File: config.mk
export PLATFORM = sky130hd
export DESIGN_NAME = search_controller
export DESIGN_NICKNAME = d
export VERILOG_FILES = /design/src/rtl/search_controller.sv
export SDC_FILE = /design/constraint.sdc
export NUM_CORES = 1
export LEC_CHECK = 0
export CAP_MARGIN = 20
export CELL_PAD_IN_SITES_DETAIL_PLACEMENT = 0
export CELL_PAD_IN_SITES_GLOBAL_PLACEMENT = 1
export CORE_MARGIN = 10
export CORE_UTILIZATION = 23
export DETAILED_ROUTE_END_ITERATION = 12
export PLACE_DENSITY = 0.95
export SLEW_MARGIN = 20
export SYNTH_ARGS = -nofsm -noshare
export SYNTH_HDL_FRONTEND = slang
export SYNTH_SLANG_ARGS = --single-unit
File: constraint.sdc
create_clock -name clk -period 5.29 [get_ports clk]
set_input_delay 1.058 -clock clk [delete_from_list [all_inputs] [get_ports clk]]
set_output_delay 1.058 -clock clk [all_outputs]
set_load 0.05 [all_outputs]
File: src/rtl/search_controller.sv
// search_controller
// Splits a 24-bit key space across NUM_CORES datapath cores. It launches all
// of them, collects their done reports, and stops the rest as soon as one
// core finds the key. The result is then held for the user.
//
// Ports
//   clk, reset_n        clock, asynchronous active-low reset
//   go                  start request (level), honoured in IDLE and REPORT
//   core_start          one-cycle launch pulse to every core
//   core_done           per-core done, held high by the core until acked
//   core_done_ack       per-core one-cycle acknowledge
//   core_found/core_key per-core result, valid while core_done is high
//   core_key_start/end  per-core key range, 24 bits per core, core i at [24i+:24]
//   core_stop           broadcast stop while other cores are drained
//   busy, done          search in progress / result available
//   key_found, found_key, found_core   latched search result
//   o_dbg_state         current FSM state
//
// Done/ack handshake: a core raises core_done and holds it, together with
// core_found and core_key. The controller samples done on a clock edge and
// drives core_done_ack high for exactly the following cycle. The core may
// take one cycle to drop done after seeing the ack. For that reason, done is
// ignored from a core whose ack is currently high. Done is also ignored from
// any core already retired in this search.
module search_controller #(
  parameter int          NUM_CORES = 4,
  parameter logic [23:0] KEY_MAX   = 24'h3FFFFF
) (
  input  logic                    clk,
  input  logic                    reset_n,
  input  logic                    go,
  output logic [NUM_CORES-1:0]    core_start,
  input  logic [NUM_CORES-1:0]    core_done,
  output logic [NUM_CORES-1:0]    core_done_ack,
  input  logic [NUM_CORES-1:0]    core_found,
  input  logic [24*NUM_CORES-1:0] core_key,
  output logic [24*NUM_CORES-1:0] core_key_start,
  output logic [24*NUM_CORES-1:0] core_key_end,
  output logic                    core_stop,
  output logic                    busy,
  output logic                    done,
  output logic                    key_found,
  output logic [23:0]             found_key,
  output logic [2:0]              found_core,
  output logic [2:0]              o_dbg_state
);

  localparam logic [2:0] S_IDLE     = 3'd0;
  localparam logic [2:0] S_LAUNCH   = 3'd1;
  localparam logic [2:0] S_RUN      = 3'd2;
  localparam logic [2:0] S_STOP_ALL = 3'd3;
  localparam logic [2:0] S_DRAIN    = 3'd4;
  localparam logic [2:0] S_REPORT   = 3'd5;

  localparam int SLICE = (int'(KEY_MAX) + 1) / NUM_CORES;

  logic [2:0]              r_state;
  logic                    r_armed;
  logic [NUM_CORES-1:0]    r_core_start;
  logic [NUM_CORES-1:0]    r_core_done_ack;
  logic                    r_core_stop;
  logic [NUM_CORES-1:0]    r_retired;
  logic                    r_key_found;
  logic [23:0]             r_found_key;
  logic [2:0]              r_found_core;
  logic [24*NUM_CORES-1:0] r_key_start;
  logic [24*NUM_CORES-1:0] r_key_end;

  logic [24*NUM_CORES-1:0] w_start_vec;
  logic [24*NUM_CORES-1:0] w_end_vec;
  logic                    w_accept;
  logic [NUM_CORES-1:0]    w_new;
  logic [NUM_CORES-1:0]    w_found_new;
  logic [NUM_CORES-1:0]    w_retired_nxt;
  logic                    w_all_retired;
  logic                    w_any_found;
  logic [2:0]              w_win_idx;
  logic [23:0]             w_win_key;

  // Constant range table. The last core absorbs any remainder of the division.
  for (genvar g = 0; g < NUM_CORES; g++) begin : g_rng
    localparam int RNG_START = g * SLICE;
    localparam int RNG_END   = (g == NUM_CORES - 1) ? int'(KEY_MAX) : (g + 1) * SLICE - 1;
    assign w_start_vec[24*g +: 24] = 24'(RNG_START);
    assign w_end_vec[24*g +: 24]   = 24'(RNG_END);
  end

  assign w_accept      = (r_state == S_RUN) || (r_state == S_DRAIN);
  assign w_new         = w_accept ? (core_done & ~r_retired & ~r_core_done_ack) : '0;
  // Found flags count only while running; anything reported during drain is discarded.
  assign w_found_new   = (r_state == S_RUN) ? (w_new & core_found) : '0;
  assign w_retired_nxt = r_retired | w_new;
  assign w_all_retired = &w_retired_nxt;

  // Lowest-index winner: scan downward so the last hit written is the lowest.
  always_comb begin
    w_any_found = 1'b0;
    w_win_idx   = '0;
    w_win_key   = '0;
    for (int i = NUM_CORES - 1; i >= 0; i--) begin
      if (w_found_new[i]) begin
        w_any_found = 1'b1;
        w_win_idx   = 3'(i);
        w_win_key   = core_key[24*i +: 24];
      end
    end
  end

  always_ff @(posedge clk or negedge reset_n) begin
    if (!reset_n) begin
      r_state         <= S_IDLE;
      r_armed         <= 1'b0;
      r_core_start    <= '0;
      r_core_done_ack <= '0;
      r_core_stop     <= 1'b0;
      r_retired       <= '0;
      r_key_found     <= 1'b0;
      r_found_key     <= '0;
      r_found_core    <= '0;
      r_key_start     <= '0;
      r_key_end       <= '0;
    end else begin
      // r_armed makes the first edge after reset release ignore go.
      r_armed         <= 1'b1;
      r_core_start    <= '0;
      r_core_done_ack <= w_new;
      r_retired       <= w_retired_nxt;
      case (r_state)
        S_IDLE, S_REPORT: begin
          if (go && (r_armed || r_state == S_REPORT)) begin
            r_state      <= S_LAUNCH;
            r_core_start <= '1;
            r_retired    <= '0;
            r_key_found  <= 1'b0;
            r_found_key  <= '0;
            r_found_core <= '0;
            r_key_start  <= w_start_vec;
            r_key_end    <= w_end_vec;
          end
        end
        S_LAUNCH: r_state <= S_RUN;
        S_RUN: begin
          if (w_any_found) begin
            r_state      <= S_STOP_ALL;
            r_key_found  <= 1'b1;
            r_found_key  <= w_win_key;
            r_found_core <= w_win_idx;
            r_core_stop  <= 1'b1;
          end else if (w_all_retired) begin
            r_state <= S_REPORT;
          end
        end
        S_STOP_ALL: r_state <= S_DRAIN;
        S_DRAIN: begin
          if (w_all_retired) begin
            r_state     <= S_REPORT;
            r_core_stop <= 1'b0;
          end
        end
        default: r_state <= S_IDLE;
      endcase
    end
  end

  assign core_start     = r_core_start;
  assign core_done_ack  = r_core_done_ack;
  assign core_stop      = r_core_stop;
  assign core_key_start = r_key_start;
  assign core_key_end   = r_key_end;
  assign busy           = (r_state == S_LAUNCH) || (r_state == S_RUN) ||
                          (r_state == S_STOP_ALL) || (r_state == S_DRAIN);
  assign done           = (r_state == S_REPORT);
  assign key_found      = r_key_found;
  assign found_key      = r_found_key;
  assign found_core     = r_found_core;
  assign o_dbg_state    = r_state;

endmodule

==> impl_metrics.tcl <==
set metrics [dict create \
    run_status "finished, final reports clean" \
    design.core.area_um2 16000 \
    insertedDiodeCount 0 \
    antenna_found_initial 0 \
    detailroute.via_count 3050 \
    hold_violations 0 \
    worstPathMaxFanout 24 \
    boundaryPins 341 \
    die-area_um2 22000 \
    place.detailed.instances 763 \
    timing.clock.skew_ps 8.37 \
    period_share_pct 68.5 \
    cts_buffer_count 5 \
    route.detailed.vias_per_inst 3.95 \
    detail_route.wl_per_cell_um 18.6 \
    max_freq_mhz 276 \
    place_hpwl_um 11600 \
    worstSkewPairLatency_ps 300 \
    grt_pass1_wl_um 20200 \
    synthDominantCellAreaShare_pct 38.9 \
    grt_setup_unrepaired "no" \
    timing.setup.critical_path_class "input pin to register" \
    finalCriticalPeriod_ps 3620 \
    setup-tns-final_ps 0 \
    antenna_violating_nets_post_route 0 \
    grt_use_total_pct 11.7 \
    drt_first_iter_violations 157 \
    setup_violations 0 \
    area_growth_pct 43.8 \
    nets 662 \
    holdCritPathClass "register to register" \
    effective_utilization_at_floorplan_pct 23.6 \
    ir_worst_vdd_mv 0.167 \
    drt-pass1-iter-count 4 \
    critical_path.startpoint_type "input pin" \
    syn_area_um2 3780 \
    die_width_um 148 \
    finalWeightedCongestion 0.752 \
    row_count 46 \
    worst_slew_pin_slew_ps 901 \
    worst-endpoint-arrival_ps 3800 \
    detail_route.wirelength_um 14400 \
    grt-ovfl-total 0 \
    place.port_buffers 235 \
    ctsLongestPathBuffers 2 \
    synth.yosys.warnings 0 \
    postSynthAreaPerCell_um2 8.98 \
    drive_gt1_share_pct 6.29 \
    post_cts_resized 0 \
    r2r.worst_path.cells 6 \
    maximum_level_of_the_cts_h_tree 2 \
    tritoncts "yes" \
    synth-edff-count 0 \
    syn-instance-count 421 \
    endpoint_kind "register" \
    netlist.top_cell.by_area "buf_4" \
    post_synth_num_cell_types 42 \
    clock_sink_count 42 \
    worst_rel_slew_slack_pct 39.9 \
    flip_flop_and_latch_count_after_synthesis 42 \
    worst-endpoint-required_ps 5460 \
    synthArstFlopShare_pct 100 \
    synth_sequential_area_ratio_pct 27.8 \
    synth.area.top_cells "buf_4, dfrtp_1, a221oi_1" \
    die_height_um 148 \
    dominantRegCellSynth "dfrtp_1" \
    via_count_of_the_first_global_routing_pass 3260 \
    drc_errors 0 \
    finalNonFillerCells 772 \
    largest_net_degree_at_the_start_of_global_routing 90 \
    post_cts.repair.setup_buffers 0 \
    powerDensity_nw_per_um2 439 \
    power.static_leakage_nw 2.30 \
    drv_cap 0 \
    slew_violations 0 \
    cts_hold_buf 0 \
    clk_pin_slew_ps 60 \
    min_delay_path_depth 1 \
    cts-root-buf "clkbuf_16" \
]
## worst max-delay path, stage by stage
cell and delay (ps):
clkdlybuf4s50_1 430, and4bb_1 510, buf_4 330, or2_2 320, o21ai_4 670, nor3_1 140, a221o_2 320
## sequential cells by signal (all words and copies together) (netlist names)
register and flops:
core_key_end 1, core_done_ack 4, core_stop 1, found_key 24, o_dbg_state 3, found_core 2, key_found 1, core_start 1
r_retired 4, r_armed 1
## layout make-up
| type | instances | area (µm²) |
|---|---|---|
| Tap cell | 216 | 270 |
| Clock inverter | 2 | 12.5 |
| Inverter | 3 | 11.3 |
| Sequential cell | 42 | 1050 |
| Multi-Input combinational cell | 262 | 1540 |
| Clock buffer | 6 | 139 |
| Timing Repair Buffer | 241 | 2410 |
| Fill cell | 1684 | 10600 |
## synth_stat cells (all sizes together), types with 2 or more instances
| library cell | count |
|---|---|
| nor2 | 31 |
| nand2 | 6 |
| conb | 2 |
| dfrtp | 42 |
| and4bb | 3 |
| buf | 204 |
| a221oi | 24 |
| nand2b | 2 |
| nor3b | 5 |
| o21ai | 4 |
| clkbuf | 14 |
| nor4b | 4 |
| inv | 3 |
| a21oi | 7 |
| or2 | 2 |
| nor3 | 24 |
| a221o | 24 |
| nor2b | 4 |
## layout by cell type, fill, tap and decap left out, types with 2 or more instances in the layout
master	n
clkbuf_16	5
a221oi_1	24
or2_2	2
conb_1	106
o21ai_0	3
a221o_2	6
and4bb_2	2
a221o_1	18
nor2b_1	2
a21oi_1	6
clkdlybuf4s50_1	234
inv_1	3
nand2_1	6
buf_4	5
nor3b_1	5
dfrtp_1	41
nand2b_1	2
nor2_1	31
nor3_1	24
nor4b_1	4
## kinds of logic after synthesis
logic type | after synthesis | synth area share (%)
buf+inv | 221 | 42.7
other cells | 2 | 0.199
flops | 42 | 27.8
simple gates | 88 | 12.8
compound gates | 66 | 16.0
xor+xnor | 2 | 0.463
## through the flow
| stage | utilization (%) | power (mW) | hold slack [ps] | area, µm² | setup slack (ps) |
|---|---|---|---|---|---|
| after global placement | 32.8 | 2.07 | 437 | 5240 | 1100 |
| after global routing | 34.0 | 2.51 | 484 | 5440 | 1520 |
| after detailed placement | 32.8 | 2.08 | 446 | 5250 | 1310 |
| final | 34.0 | 2.39 | 456 | 5440 | 1670 |
| after CTS | 33.8 | 2.42 | 456 | 5400 | 1630 |
| after floorplan | - | 1.69 | 427 | 4170 | 1890 |
## path summary, 6_finish.rpt
path                                   from                to  slack (ps)
max                            core_done[2]     found_key[19]        1670
min                            r_retired[3]  core_done_ack[3]         460
max reg2reg                core_done_ack[2]     found_key[19]        2470
min reg2reg                    r_retired[3]  core_done_ack[3]         460
max in group asynchronous           reset_n   core_key_end[0]        3990
min in group asynchronous           reset_n     found_key[15]         840
## routing by layer
layer	global-route usage [%]	routed length [µm]	vias to the layer above
li1	-	-	1435
met5	0	0	-
met4	2.68	131	0
met1	13.2	5760	1402
met2	20.3	7190	206
met3	4.40	1310	7
## power breakdown
| group | switching, mW | internal, mW | total (mW) |
|---|---|---|---|
| Sequential | 0.115 | 0.444 | 0.559 |
| Combinational | 1.01 | 0.499 | 1.51 |
| Clock | 0.135 | 0.187 | 0.322 |
(Power assumes the default switching activity.)
